File: config.mk
export PLATFORM = sky130hd
export DESIGN_NAME = ntt_result_streamer_flat
export DESIGN_NICKNAME = d
export VERILOG_FILES = /design/src/rtl/ntt_result_streamer_if.sv /design/src/rtl/ntt_result_streamer.sv /design/src/flat_wrapper.sv
export SDC_FILE = /design/constraint.sdc
export NUM_CORES = 1
export LEC_CHECK = 0
export ABC_CLOCK_PERIOD_IN_PS = 5700
export BUFFER_PORTS_ARGS = -buffer_cell sky130_fd_sc_hd__buf_2
export CAP_MARGIN = 10
export CORE_UTILIZATION = 34
export DETAILED_ROUTE_END_ITERATION = 10
export PLACE_DENSITY = 0.48
export SKIP_LAST_GASP = 1
export SYNTH_ARGS = -nofsm -noshare
export SYNTH_HDL_FRONTEND = slang
export SYNTH_SLANG_ARGS = --single-unit
File: constraint.sdc
create_clock -name clk -period 5.7 [get_ports clk]
set_input_delay 0 -clock clk [delete_from_list [all_inputs] [get_ports clk]]
set_output_delay 0 -clock clk [all_outputs]
set_load 0.005 [all_outputs]
File: src/rtl/ntt_result_streamer_if.sv
// Signal bundle between the result streamer, the multiplier's read port and
// the downstream consumer.
//
// Output stream handshake: a beat transfers on a rising clock edge where
// out_valid and out_ready are both 1. Once out_valid is raised, out_data,
// out_index and out_last hold steady until that beat transfers. out_valid
// never depends on out_ready.
interface ntt_result_streamer_if #(
   parameter int WIDTH      = 32,
   parameter int ADDR_WIDTH = 12
);
   logic                  ntt_done;
   logic [ADDR_WIDTH-1:0] rd_addr;
   logic [WIDTH-1:0]      rd_data;
   logic                  out_valid;
   logic                  out_ready;
   logic [WIDTH-1:0]      out_data;
   logic [ADDR_WIDTH-1:0] out_index;
   logic                  out_last;
   logic                  busy;
   logic                  stream_done;
   // observability: FSM state and credits in use (in-flight reads + FIFO fill)
   logic [1:0]            dbg_state;
   logic [7:0]            dbg_credit;

   modport master (
      input  ntt_done,
      output rd_addr,
      input  rd_data,
      output out_valid,
      input  out_ready,
      output out_data,
      output out_index,
      output out_last,
      output busy,
      output stream_done,
      output dbg_state,
      output dbg_credit
   );

   modport slave (
      output ntt_done,
      input  rd_addr,
      output rd_data,
      input  out_valid,
      output out_ready,
      input  out_data,
      input  out_index,
      input  out_last,
      input  busy,
      input  stream_done,
      input  dbg_state,
      input  dbg_credit
   );
endinterface

File: src/rtl/ntt_result_streamer.sv
// Reads the N result coefficients out of the NTT multiplier once it reports
// completion and re-emits them as an in-order valid/ready stream. A small
// credit-managed FIFO soaks up read latency and downstream stalls so that the
// stream runs at one coefficient per cycle when the consumer never stalls.
module ntt_result_streamer #(
   parameter int          N            = 4096,
   parameter int          WIDTH        = 32,
   parameter int unsigned Q            = 8380417,
   parameter int          ADDR_WIDTH   = 12,
   parameter int          READ_LATENCY = 1,
   parameter int          CENTERED     = 0
) (
   input  logic                  clk,
   input  logic                  rst_n,
   ntt_result_streamer_if.master bus
);

   // One slot per read that can be outstanding plus two, so the issue side
   // never waits on the pop side when the consumer keeps up.
   localparam int FIFO_DEPTH = READ_LATENCY + 2;
   localparam int PTR_W      = $clog2(FIFO_DEPTH);
   localparam int CNT_W      = $clog2(FIFO_DEPTH + 1);
   localparam int FL_W       = $clog2(READ_LATENCY + 2);
   localparam int CR_W       = CNT_W + FL_W;
   localparam int IDX_W      = ADDR_WIDTH + 1;

   localparam logic [IDX_W-1:0]      N_IDX     = IDX_W'(N);
   localparam logic [IDX_W-1:0]      LAST_IDX  = IDX_W'(N - 1);
   localparam logic [ADDR_WIDTH-1:0] LAST_ADDR = ADDR_WIDTH'(N - 1);
   localparam logic [CR_W-1:0]       DEPTH_CR  = CR_W'(FIFO_DEPTH);
   localparam logic [PTR_W-1:0]      PTR_MAX   = PTR_W'(FIFO_DEPTH - 1);
   localparam logic [WIDTH-1:0]      Q_W       = WIDTH'(Q);
   localparam logic [WIDTH-1:0]      HALF_W    = WIDTH'((Q - 1) / 2);

   localparam logic [1:0] S_IDLE   = 2'd0;
   localparam logic [1:0] S_ISSUE  = 2'd1;
   localparam logic [1:0] S_DRAIN  = 2'd2;
   localparam logic [1:0] S_FINISH = 2'd3;

   // control state
   logic [1:0]            state_q, state_d;
   logic                  done_q;
   logic [IDX_W-1:0]      issue_idx_q, issue_idx_d;
   logic [IDX_W-1:0]      accept_idx_q, accept_idx_d;
   logic [ADDR_WIDTH-1:0] last_addr_q;
   logic [FL_W-1:0]       in_flight_q, in_flight_d;

   // FIFO state
   logic [PTR_W-1:0]      wr_ptr_q, wr_ptr_d;
   logic [PTR_W-1:0]      rd_ptr_q, rd_ptr_d;
   logic [CNT_W-1:0]      fifo_cnt_q, fifo_cnt_d;
   logic [WIDTH-1:0]      mem_data_q [FIFO_DEPTH];
   logic [ADDR_WIDTH-1:0] mem_idx_q  [FIFO_DEPTH];
   logic [FIFO_DEPTH-1:0] mem_last_q;

   // per-cycle events
   logic                  trigger;
   logic                  issue;
   logic                  pop;
   logic                  wr_en;
   logic [ADDR_WIDTH-1:0] wr_idx;
   logic [WIDTH-1:0]      wr_data;
   logic [CR_W-1:0]       credit_used;

   function automatic logic [PTR_W-1:0] ptr_inc(input logic [PTR_W-1:0] p);
      if (p == PTR_MAX) begin
         return '0;
      end
      return p + PTR_W'(1);
   endfunction

   // A new stream starts only on a rising edge of the done level.
   assign trigger     = bus.ntt_done & ~done_q;
   assign credit_used = CR_W'(in_flight_q) + CR_W'(fifo_cnt_q);
   // Every issued read already owns a FIFO slot, so the FIFO cannot overflow.
   assign issue       = (state_q == S_ISSUE) && (issue_idx_q < N_IDX) &&
                        (credit_used < DEPTH_CR);
   assign pop         = bus.out_valid & bus.out_ready;

   // Read-return tracking: an issue tag (valid + index) travels alongside the
   // read and marks the cycle its data is on rd_data.
   generate
      if (READ_LATENCY == 0) begin : g_comb_read
         assign wr_en  = issue;
         assign wr_idx = issue_idx_q[ADDR_WIDTH-1:0];
      end else begin : g_pipe_read
         logic [READ_LATENCY-1:0] tag_v_q;
         logic [ADDR_WIDTH-1:0]   tag_idx_q [READ_LATENCY];

         // Shift issue tags by one stage per cycle; reset drops them all.
         always_ff @(posedge clk) begin
            if (!rst_n) begin
               tag_v_q <= '0;
               for (int i = 0; i < READ_LATENCY; i++) begin
                  tag_idx_q[i] <= '0;
               end
            end else begin
               tag_v_q[0]   <= issue;
               tag_idx_q[0] <= issue_idx_q[ADDR_WIDTH-1:0];
               for (int i = 1; i < READ_LATENCY; i++) begin
                  tag_v_q[i]   <= tag_v_q[i-1];
                  tag_idx_q[i] <= tag_idx_q[i-1];
               end
            end
         end

         assign wr_en  = tag_v_q[READ_LATENCY-1];
         assign wr_idx = tag_idx_q[READ_LATENCY-1];
      end
   endgenerate

   // Convert the returning coefficient on its way into the FIFO.
   always_comb begin
      wr_data = bus.rd_data;
      if ((CENTERED != 0) && (bus.rd_data > HALF_W)) begin
         wr_data = bus.rd_data - Q_W;
      end
   end

   // In-flight read count: up on issue, down when the tag retires.
   always_comb begin
      in_flight_d = in_flight_q + FL_W'(issue) - FL_W'(wr_en);
   end

   // FIFO pointer and occupancy bookkeeping; write and pop may coincide.
   always_comb begin
      wr_ptr_d   = wr_ptr_q;
      rd_ptr_d   = rd_ptr_q;
      fifo_cnt_d = fifo_cnt_q;
      if (wr_en) begin
         wr_ptr_d = ptr_inc(wr_ptr_q);
      end
      if (pop) begin
         rd_ptr_d = ptr_inc(rd_ptr_q);
      end
      case ({wr_en, pop})
         2'b10:   fifo_cnt_d = fifo_cnt_q + CNT_W'(1);
         2'b01:   fifo_cnt_d = fifo_cnt_q - CNT_W'(1);
         default: fifo_cnt_d = fifo_cnt_q;
      endcase
   end

   // Stream sequencing: wait for trigger, issue all reads, drain, pulse done.
   always_comb begin
      state_d      = state_q;
      issue_idx_d  = issue_idx_q;
      accept_idx_d = accept_idx_q;
      if (pop) begin
         accept_idx_d = accept_idx_q + IDX_W'(1);
      end
      case (state_q)
         S_IDLE: begin
            if (trigger) begin
               state_d      = S_ISSUE;
               issue_idx_d  = '0;
               accept_idx_d = '0;
            end
         end
         S_ISSUE: begin
            if (issue) begin
               issue_idx_d = issue_idx_q + IDX_W'(1);
               if (issue_idx_q == LAST_IDX) begin
                  state_d = S_DRAIN;
               end
            end
         end
         S_DRAIN: begin
            if (pop && (accept_idx_q == LAST_IDX) && (in_flight_q == '0) &&
                (fifo_cnt_q == CNT_W'(1)) && !wr_en) begin
               state_d = S_FINISH;
            end
         end
         S_FINISH: begin
            state_d = S_IDLE;
         end
         default: begin
            state_d = S_IDLE;
         end
      endcase
   end

   // Control registers, including the held copy of the last issued address.
   always_ff @(posedge clk) begin
      if (!rst_n) begin
         state_q      <= S_IDLE;
         done_q       <= 1'b0;
         issue_idx_q  <= '0;
         accept_idx_q <= '0;
         last_addr_q  <= '0;
         in_flight_q  <= '0;
      end else begin
         state_q      <= state_d;
         done_q       <= bus.ntt_done;
         issue_idx_q  <= issue_idx_d;
         accept_idx_q <= accept_idx_d;
         in_flight_q  <= in_flight_d;
         if (issue) begin
            last_addr_q <= issue_idx_q[ADDR_WIDTH-1:0];
         end
      end
   end

   // FIFO storage: each entry carries converted data, its index and last flag.
   always_ff @(posedge clk) begin
      if (!rst_n) begin
         wr_ptr_q   <= '0;
         rd_ptr_q   <= '0;
         fifo_cnt_q <= '0;
         mem_last_q <= '0;
         for (int i = 0; i < FIFO_DEPTH; i++) begin
            mem_data_q[i] <= '0;
            mem_idx_q[i]  <= '0;
         end
      end else begin
         wr_ptr_q   <= wr_ptr_d;
         rd_ptr_q   <= rd_ptr_d;
         fifo_cnt_q <= fifo_cnt_d;
         if (wr_en) begin
            mem_data_q[wr_ptr_q] <= wr_data;
            mem_idx_q[wr_ptr_q]  <= wr_idx;
            mem_last_q[wr_ptr_q] <= (wr_idx == LAST_ADDR);
         end
      end
   end

   // The read address follows issue_idx on issue cycles and holds otherwise.
   assign bus.rd_addr     = issue ? issue_idx_q[ADDR_WIDTH-1:0] : last_addr_q;

   assign bus.out_valid   = (fifo_cnt_q != '0);
   assign bus.out_data    = mem_data_q[rd_ptr_q];
   assign bus.out_index   = mem_idx_q[rd_ptr_q];
   assign bus.out_last    = mem_last_q[rd_ptr_q];
   assign bus.busy        = (state_q != S_IDLE);
   assign bus.stream_done = (state_q == S_FINISH);

   assign bus.dbg_state   = state_q;
   assign bus.dbg_credit  = 8'(credit_used);

endmodule
File: src/flat_wrapper.sv
// flat-port wrapper written by rule: the top's interface ports become plain ports
module ntt_result_streamer_flat 
#(
   parameter int          N            = 4096,
   parameter int          WIDTH        = 32,
   parameter int unsigned Q            = 8380417,
   parameter int          ADDR_WIDTH   = 12,
   parameter int          READ_LATENCY = 1,
   parameter int          CENTERED     = 0
)
  (clk, rst_n, bus_ntt_done, bus_rd_addr, bus_rd_data, bus_out_valid, bus_out_ready, bus_out_data, bus_out_index, bus_out_last, bus_busy, bus_stream_done, bus_dbg_state, bus_dbg_credit);
  ntt_result_streamer_if #(.WIDTH(WIDTH), .ADDR_WIDTH(ADDR_WIDTH)) bus_i ();
  input  logic clk;
  input  logic rst_n;
  input wire logic [$bits(bus_i.ntt_done)-1:0] bus_ntt_done;
  output wire logic [$bits(bus_i.rd_addr)-1:0] bus_rd_addr;
  input wire logic [$bits(bus_i.rd_data)-1:0] bus_rd_data;
  output wire logic [$bits(bus_i.out_valid)-1:0] bus_out_valid;
  input wire logic [$bits(bus_i.out_ready)-1:0] bus_out_ready;
  output wire logic [$bits(bus_i.out_data)-1:0] bus_out_data;
  output wire logic [$bits(bus_i.out_index)-1:0] bus_out_index;
  output wire logic [$bits(bus_i.out_last)-1:0] bus_out_last;
  output wire logic [$bits(bus_i.busy)-1:0] bus_busy;
  output wire logic [$bits(bus_i.stream_done)-1:0] bus_stream_done;
  output wire logic [$bits(bus_i.dbg_state)-1:0] bus_dbg_state;
  output wire logic [$bits(bus_i.dbg_credit)-1:0] bus_dbg_credit;
  assign bus_i.ntt_done = bus_ntt_done;
  assign bus_rd_addr = bus_i.rd_addr;
  assign bus_i.rd_data = bus_rd_data;
  assign bus_out_valid = bus_i.out_valid;
  assign bus_i.out_ready = bus_out_ready;
  assign bus_out_data = bus_i.out_data;
  assign bus_out_index = bus_i.out_index;
  assign bus_out_last = bus_i.out_last;
  assign bus_busy = bus_i.busy;
  assign bus_stream_done = bus_i.stream_done;
  assign bus_dbg_state = bus_i.dbg_state;
  assign bus_dbg_credit = bus_i.dbg_credit;
  ntt_result_streamer #(.N(N), .WIDTH(WIDTH), .Q(Q), .ADDR_WIDTH(ADDR_WIDTH), .READ_LATENCY(READ_LATENCY), .CENTERED(CENTERED)) u_core (.clk(clk), .rst_n(rst_n), .bus(bus_i));
endmodule
Word-level counts from Yosys, hierarchy flattened
Memory sizes are Yosys's and may differ from the RTL's. A register that Yosys moved wholly into a read port is not among the register bits.
Cells that the tools add are included.
{ "totals": {"register_bits": 53, "mem_bits_rw": 144, "in_bits": 36, "output_inout_bits": 70, "wordCells": 108, "mem_count": 3} }
{ "classes": {"n_addsub": 9, "magnitude_cmp": 5, "eq_ne": 15, "mux": 43, "n_bitwise": 3, "reduce_logical": 19} }
{ "mem_list": {"columns": ["memory", "words", "width", "rd", "rd_clocked_by_memory_dff", "write_ports", "line", "rtl"], "rows": [
  ["u_core.mem_data_q", 3, 32, 1, 1, 3, "ntt_result_streamer.sv:52", "logic [WIDTH-1:0] mem_data_q [FIFO_DEPTH];"],
  ["u_core.mem_idx_q", 3, 12, 1, 1, 3, "ntt_result_streamer.sv:53", "logic [ADDR_WIDTH-1:0] mem_idx_q [FIFO_DEPTH];"],
  ["u_core.g_pipe_read.tag_idx_q", 1, 12, 1, 0, 1, "ntt_result_streamer.sv:88", "logic [ADDR_WIDTH-1:0] tag_idx_q [READ_LATENCY];"]
]} }
{ "ops": {"columns": ["operator", "count"], "rows": [
  ["$mux 13", 5],
  ["$mux 12", 3],
  ["$mux 32", 1],
  ["$reduce_or 32->1", 1],
  ["$mux 2", 14],
  ["$add 13x1->13 const B", 2],
  ["$eq 13x12->1 const B", 2],
  ["$pmux 13 s2", 1],
  ["$reduce_or 12->1", 2],
  ["$mux 1", 14],
  ["$lt 13x13->1 const B", 1],
  ["$eq 12x12->1 const B", 1],
  ["$eq 2x2->1 const B", 5],
  ["$pmux 2 s4", 1],
  ["$reduce_bool 2->1", 4],
  ["$logic_and 1x1->1", 7],
  ["$add 2x1->2 const B", 3],
  ["$eq 2x1->1 const B", 3],
  ["$lt 2x3->1 const B", 2],
  ["$ne 2x1->1 const B", 3],
  ["$logic_not 2->1", 2],
  ["$lt 4x2->1 const B", 1],
  ["$pmux 2 s2", 1],
  ["$reduce_and 4->1", 1],
  ["13 further kinds", 14]
]} }

Longest topological paths before layout
Gate-level depths: netlist of run 1.
{ "depth": {"ltp_word": 8, "depth_mapped": 10, "depth_no_buf": 9} }

Least setup slack after synthesis of run 1
OpenSTA, ideal clock, no wires.
{ "synth_path": {"path_type": "flip-flop to flip-flop", "startpoint": "reg u_core.g_pipe_read.tag_v_q", "endpoint": "mem u_core.mem_data_q[0][0] (enable)", "setup_time_ns": 0.508, "arrival_time_ns": 3.676, "setup_slack_ns": 1.516, "path_stages_with_launch": 3, "period_less_slack_ns": 4.184, "cell_sequence": "dfxtp_1 -> nand2b_1 -> o21ai_0"} }
{ "synth_lines": {"columns": ["item", "line", "rtl"], "rows": [
  ["from (decl)", "ntt_result_streamer.sv:87", "logic [READ_LATENCY-1:0] tag_v_q;"],
  ["from (signal, indexed assignment)", "ntt_result_streamer.sv:101", "tag_v_q[i] <= tag_v_q[i-1];"],
  ["to (decl)", "ntt_result_streamer.sv:52", null]
]} }

Final worst setup path of run 1
{ "layout_path": {"startpoint": "reg u_core.fifo_cnt_q[0]", "endpoint": "out bus_rd_addr[5]"} }
{ "layout_between": {"elab_chain_len": 4} }
{ "layout_lines": {"columns": ["item", "line", "rtl"], "rows": [
  ["from (decl)", "ntt_result_streamer.sv:51", "logic [CNT_W-1:0] fifo_cnt_q, fifo_cnt_d;"],
  ["from (signal assigned)", "ntt_result_streamer.sv:217", "fifo_cnt_q <= fifo_cnt_d;"],
  ["$add 2x2->3", "ntt_result_streamer.sv:74", "assign credit_used = CR_W'(in_flight_q) + CR_W'(fifo_cnt_q);"],
  ["$lt 4x2->1", "ntt_result_streamer.sv:77", "(credit_used < DEPTH_CR);"],
  ["$logic_and 1x1->1", "ntt_result_streamer.sv:76", "assign issue = (state_q == S_ISSUE) && (issue_idx_q < N_IDX) &&"],
  ["$mux 12", "ntt_result_streamer.sv:227", "assign bus.rd_addr = issue ? issue_idx_q[ADDR_WIDTH-1:0] : last_addr_q;"],
  ["to (decl)", "flat_wrapper.sv:16", "output wire logic [$bits(bus_i.rd_addr)-1:0] bus_rd_addr;"]
]} }
Every way passes these cells.

==> flow_summary.ini, run 1 <==
[grt]
antenna_found_initial = 0
grt_first_pass_wirelength_mm = 34.0
grt-ovfl-total = 0
grt_pass1_vias = 6209
grt_use_total_pct = 14.3
grtUsageMet1_pct = 18.3
grt_max_degree = 48
met2_usage_pct = 25.2
top_usage_layer = met2
grt_use_met3_pct = 2.37

[route]
drt_iter0_markers = 327
dr.pass1.iters = 4
via_count = 5781
drtAntennaViolNets = 0
drc = 0
drt-vias-per-instance = 4.67
wire_per_inst_um = 17.3
totalWireLength_mm = 21.4

[min_path]
min_to = u_core.bus.dbg_state[1]
holdPathStages = 3
holdCritPathClass = input port to flop
hp-start = rst_n

[setup_path]
reg2reg_slack_ns = 2.98
rr_startpoint = u_core.fifo_cnt_q[0]
required_ns = 5.70
crit_type = flop to primary output
startpoint_type = flop
worst_ep_arrival_time_ns = 2.80
reg2regPathDepth = 8
worst_setup_path_end_kind = primary output
worstPathMaxFanout = 14
r2r_end = u_core.issue_idx_q[9]

[final_layout]
layout_commonest_cell = edfxtp_1
drive_gt1_share_pct = 24.5
layout_common_cells = edfxtp_1, and2_1, buf_2, dfxtp_1, mux4_2
nNetsFinal = 882
syn_to_final_growth_pct = 21.3
diodes = 0

[run_status]
outcome = finished clean

[synth]
ys_types = 46
syn_area_um2 = 10200
synth_area_per_cell_um2 = 14.6
yosys_warnings = 0
ys.flop_type = edfxtp_1
synth-edff-count = 176
ys_seq_area_share_pct = 65.2
synth_cells = 695
ys_seq_elements = 243
async_reset_ff_share_pct = 0

[die]
die-area_um2 = 30600
die_h_um = 175
core_region_area_um2 = 29100
die_x_um = 175
start_util_pct = 34.9
io_pins = 106
placementRows = 62

[sta]
whs_ns = 0.0739
layout_min_cycle_time_ns = 2.80
worst_slew_pin_slew_ns = 1.17
timing.final.crit_share_pct = 49.1
skew_ns = 0.00933
setup_tns_ns = 0
slew_viol_final = 0
max_freq_mhz = 357
max_slew_margin_pct = 22.1
finalHoldViolCount = 0
rsz0062_at_grt = false
setup_viol = 0

[cts]
clockRootBuffer = clkbuf_16
cts.path.max_buffers = 3
cts_tree = yes
ctsResizeCount = 0
clk-insertion-delay-late_ns = 0.53
clock_sinks = 243
cts_buffers = 28
htreeDepth = 1
path_clk_slew_ns = 0.06

[placement]
place_congestion = 0.724
port_buffers = 100
dp_hpwl_mm = 12.3

[power]
swShare_pct = 24.5
powerDensity_nw_per_um2 = 364
p_int_mw = 3.39
pwr-share-seq_pct = 47.0
power_frac_comb_pct = 15.4
clkPwrFrac_pct = 37.6
ir_drop_uv = 249
leakagePower_nw = 4.65
p_sw_mw = 1.10

[run]
cap_viol_max_count = 0
==> cell usage after synthesis, types with 4 or more instances <==
library cell,number,area [um2]
inv_1,23,86.3
or3_1,7,43.8
edfxtp_1,176,5290
dfxtp_1,67,1340
nand3_1,11,55.1
buf_4,6,45.0
nor2b_1,4,25.0
a21oi_1,11,55.1
nand4_1,7,43.8
mux2i_1,4,40.0
and2_1,164,1030
xnor2_1,12,105
and3_1,5,31.3
ha_1,12,150
mux2_1,4,45.0
buf_2,6,30.0
nor2_1,22,82.6
xor2_1,7,61.3
mux4_2,44,991
mux2_2,8,90.1
clkbuf_1,24,90.1
nand2_1,26,97.6
o21ai_0,15,75.1
nor3_1,4,20.0
==> routing by layer <==
layer | up-vias | wire length (um) | part of all wire, %
met5 | - | 0 | 0
met4 | 0 | 443 | 2.1
met3 | 35 | 853 | 4.0
met2 | 124 | 10500 | 49
met1 | 2847 | 9610 | 45
li1 | 2775 | - | -
==> metrics by stage <==
stage,utilization (%),power [mW],setup WS (ns),cells,instance area (um2)
2_1_floorplan,-,2.58,1.52,699,10200
4_1_cts,42.2,4.54,2.41,1235,12300
3_3_place_gp,38.1,2.81,2.71,1151,11100
3_5_place_dp,38.1,2.83,2.62,1151,11100
5_1_grt,42.4,4.69,2.73,1237,12300
6_report,42.4,4.48,2.90,1237,12300
==> power by group through the flow <==
stage          Combinational (mW)  Sequential (mW)  Clock [mW]
2_1_floorplan               0.486             2.09           0
3_3_place_gp                0.672             2.14           0
3_5_place_dp                0.676             2.15           0
4_1_cts                     0.699             2.11        1.73
5_1_grt                     0.768             2.13        1.79
6_report                    0.693             2.11        1.68
==> how the worst max path moves through the flow <==
stage	from	endpoint	depth (start not counted)	slack, ns
4_1_cts	u_core.fifo_cnt_q[0]	bus_rd_addr[1]	7	2.41
3_5_place_dp	u_core.fifo_cnt_q[0]	u_core.bus.dbg_state[1]	8	2.62
3_3_place_gp	u_core.fifo_cnt_q[0]	u_core.bus.dbg_state[0]	8	2.71
2_1_floorplan	u_core.g_pipe_read.tag_v_q	u_core.mem_data_q[0][0]	2	1.52
6_report	u_core.fifo_cnt_q[0]	bus_rd_addr[5]	8	2.90
5_1_grt	u_core.fifo_cnt_q[0]	bus_rd_addr[9]	8	2.73
==> layout make-up <==
cell class,count,area [um2]
repair buffers,141,920
fillers,2699,16800
multi-input cells,396,3350
inverters,23,86.3
well taps,384,480
flip-flops and latches,243,6630
clock buffers,44,782
clock inverters,6,76.3
==> state kept, by name, summed over array words and instances, names as in the netlist, named ones only <==
| name | cells |
|---|---|
| u_core.mem_data_q | 128 |
| u_core.mem_idx_q | 48 |
| u_core.accept_idx_q | 13 |
| u_core.issue_idx_q | 13 |
| u_core.g_pipe_read.tag_idx_q | 12 |
| u_core.last_addr_q | 12 |
| u_core.mem_last_q | 3 |
| u_core.bus.dbg_state | 2 |
| u_core.fifo_cnt_q | 2 |
| u_core.in_flight_q | 2 |
| u_core.rd_ptr_q | 2 |
| u_core.wr_ptr_q | 2 |
| u_core.done_q | 1 |
| u_core.g_pipe_read.tag_v_q | 1 |
==> timing repair <==
| item | 4_1_cts | 5_1_grt |
|---|---|---|
| hold endpoints to repair | 135 | 0 |
| hold buffers | 34 | 0 |
| buffers inserted | 0 | 0 |
==> cell families after synthesis <==
family / Yosys count / synth area share, %
simple gates: 264 / 15.3
flops: 243 / 65.2
mux: 60 / 11.5
buf+inv: 60 / 2.61
compound gates: 35 / 2.12
xor+xnor: 19 / 1.64
fa+ha+maj: 13 / 1.67
other cells: 1 / 0.0369
==> critical path: stages (launching register included) <==
cell and delay [ns]:
dfxtp_1 0.41, ha_1 0.17, inv_1 0.04, fa_1 0.51, nor2b_1 0.08, nor3_2 0.30, clkbuf_8 0.27, mux2_1 0.35
buf_2 0.14
Power figures use the tool's default switching activity.
==> inputs of run 2 (changes only) <==
--- a/config.mk
+++ b/config.mk
@@ -5,12 +5,12 @@
 export SDC_FILE = /design/constraint.sdc
 export NUM_CORES = 1
 export LEC_CHECK = 0
-export ABC_CLOCK_PERIOD_IN_PS = 5700
+export ABC_CLOCK_PERIOD_IN_PS = 2400
 export BUFFER_PORTS_ARGS = -buffer_cell sky130_fd_sc_hd__buf_2
 export CAP_MARGIN = 10
 export CORE_UTILIZATION = 34
 export DETAILED_ROUTE_END_ITERATION = 10
-export PLACE_DENSITY = 0.48
+export PLACE_DENSITY = 0.5
 export SKIP_LAST_GASP = 1
 export SYNTH_ARGS = -nofsm -noshare
 export SYNTH_HDL_FRONTEND = slang
==> constraint.sdc (replaced) <==
create_clock -name clk -period 2.4 [get_ports clk]
set_input_delay 0 -clock clk [delete_from_list [all_inputs] [get_ports clk]]
set_output_delay 0 -clock clk [all_outputs]
set_load 0.005 [all_outputs]
==> flow_summary.ini, run 2 (synthesis results as in run 1) <==
[grt]
grt_pass1_vias = 6284
grt_first_pass_wirelength_mm = 34.7
grt_use_total_pct = 14.6
grt-ovfl-total = 0
antenna_found_initial = 0
grt_max_degree = 45

[sta]
layout_min_cycle_time_ns = 2.54
slew_viol_final = 0
setup_viol = 13
skew_ns = 0.00863
timing.final.crit_share_pct = 106
max_slew_margin_pct = 62.4
rsz0062_at_grt = true
whs_ns = 0.209
worst_slew_pin_slew_ns = 0.560
max_freq_mhz = 394
fin_ws_ns = -0.139
finalHoldViolCount = 0

[power]
clkPwrFrac_pct = 37.5
p_total_mw = 11.2
p_sw_mw = 2.75
leakagePower_nw = 4.87
swShare_pct = 24.6
pwr-share-seq_pct = 44.1
power_frac_comb_pct = 18.4
ir_drop_uv = 492
powerDensity_nw_per_um2 = 874
p_int_mw = 8.44

[setup_path]
reg2reg_slack_ns = -0.01
required_ns = 2.40
startpoint_type = flop
rr_startpoint = u_core.fifo_cnt_q[0]
crit_top_cell = buf_6
r2r_end = u_core.issue_idx_q[9]
critPathMaxStageDelay_ns = 0.51
crit_type = flop to primary output
cp_slowest_cell = fa_1
worstPathMaxFanout = 7
worst_setup_path_end_kind = primary output
cp_cell_sequence = ha_4 > inv_2 > fa_1 > nor2b_2 > nor3_4 > buf_6 > buf_12 > mux2_4 > buf_6
worst_ep_arrival_time_ns = 2.54
reg2regPathDepth = 9

[cts]
clock_sinks = 243
path_clk_slew_ns = 0.06
cts_buffers = 27
clk-insertion-delay-late_ns = 0.52
cts.path.max_buffers = 3
clockRootBuffer = clkbuf_16
cts_tree = yes
htreeDepth = 1

[final_layout]
layout_commonest_cell = edfxtp_1
largest_reg_flops = 128
diodes = 0
syn_to_final_growth_pct = 25.9
final_util_pct = 44.0
drive_gt1_share_pct = 29.0
largest_register = u_core.mem_data_q
largestRegisters = u_core.mem_data_q (128), u_core.mem_idx_q (48)
nNetsFinal = 908
layout_common_cells = edfxtp_1, and2_1, buf_2, dfxtp_1, mux4_2

[route]
drt_iter0_markers = 389
via_count = 6017
wl_met3_um = 987
totalWireLength_mm = 21.8
drtAntennaViolNets = 0
drt-vias-per-instance = 4.77
dr.pass1.iters = 4
drc = 0
top_layer_used = met4
dr_wl_met2_mm = 10.7
drt-met1-wl_mm = 9.78
wire_per_inst_um = 17.3

[min_path]
min_to = u_core.mem_data_q[3][19]
hp-start = bus_rd_data[19]
holdPathStages = 2
holdCritPathClass = input port to flop

[die]
die_h_um = 175
placementRows = 62
start_util_pct = 34.9
die_x_um = 175
die-area_um2 = 30600
io_pins = 106
core_region_area_um2 = 29100

[placement]
place_ws_ns = 0.0418
port_buffers = 100
place_congestion = 0.773
dp_hpwl_mm = 13.1

[run_status]
failed_checks = negative setup slack
outcome = finished, violations left

[run]
cap_viol_max_count = 0
## run 2: cell types whose count changed in the layout (fill, tap and decap cells not counted), sizes merged
| cell | delta |
|---|---|
| buf | +27 |
| clkbuf | -11 |
| bufinv | +2 |
| clkinv | +3 |
| clkinvlp | +2 |
| inv | +1 |
| dlygate4sd3 | +1 |
## run 2: through the flow
stage          cells  TNS (ns)  instance area [um2]
2_1_floorplan    699    -52.68                10200
3_3_place_gp    1170         0                11300
3_5_place_dp    1170         0                11300
4_1_cts         1261     -1.34                12800
5_1_grt         1262     -2.50                12800
6_report        1262     -1.18                12800
## run 2: how the worst max path moves through the flow
stage	startpoint	to	slack, ns
4_1_cts	u_core.fifo_cnt_q[0]	bus_rd_addr[9]	-0.11
2_1_floorplan	u_core.g_pipe_read.tag_v_q	u_core.mem_data_q[2][0]	-0.59
5_1_grt	u_core.in_flight_q[0]	bus_rd_addr[4]	-0.23
3_3_place_gp	u_core.fifo_cnt_q[0]	u_core.issue_idx_q[9]	0.11
3_5_place_dp	u_core.fifo_cnt_q[0]	u_core.issue_idx_q[9]	0.04
6_report	u_core.fifo_cnt_q[0]	bus_rd_addr[6]	-0.14
## run 2: timing repair
item                                    4_1_cts  5_1_grt
resized for setup                            33        2
hold buffers                                 35        0
hold endpoints to repair                    138        0
gates cloned                                  1        0
endpoints found under the setup margin       12       19
pin swaps                                     2        4
setup buffers                                 7        3
## run 2: power groups by stage
stage / combinational (mW) / sequential [mW] / clock (mW)
finish: 2.06 / 4.93 / 4.20
global route: 2.25 / 4.97 / 4.48
detailed placement: 1.85 / 5.02 / 0
CTS: 2.10 / 4.94 / 4.32
global placement: 1.83 / 5.00 / 0
floorplan: 1.16 / 4.95 / 0
## run 2: critical path, delay by kind of cell, from the launching register on
kind	cells	cell delay (ns)
adder cells (fa/ha/maj)	2	0.65
buffers and inverters	4	0.42
flip-flops	1	0.35
multiplexers	1	0.31
AND/OR/NAND/NOR	2	0.29
## run 2: cell type report
cell class | instances | area (um2)
well taps | 384 | 480
multi-input cells | 396 | 3430
fillers | 2633 | 16300
flip-flops and latches | 243 | 6630
clock buffers | 34 | 733
repair buffers | 168 | 1260
inverters | 23 | 86.3
clock inverters | 14 | 178
## run 2: metal layers
layer	vias up	global-route usage, %
met5	-	0
met4	0	3.37
met2	155	25.0
met3	31	2.39
met1	3000	19.3
li1	2831	-
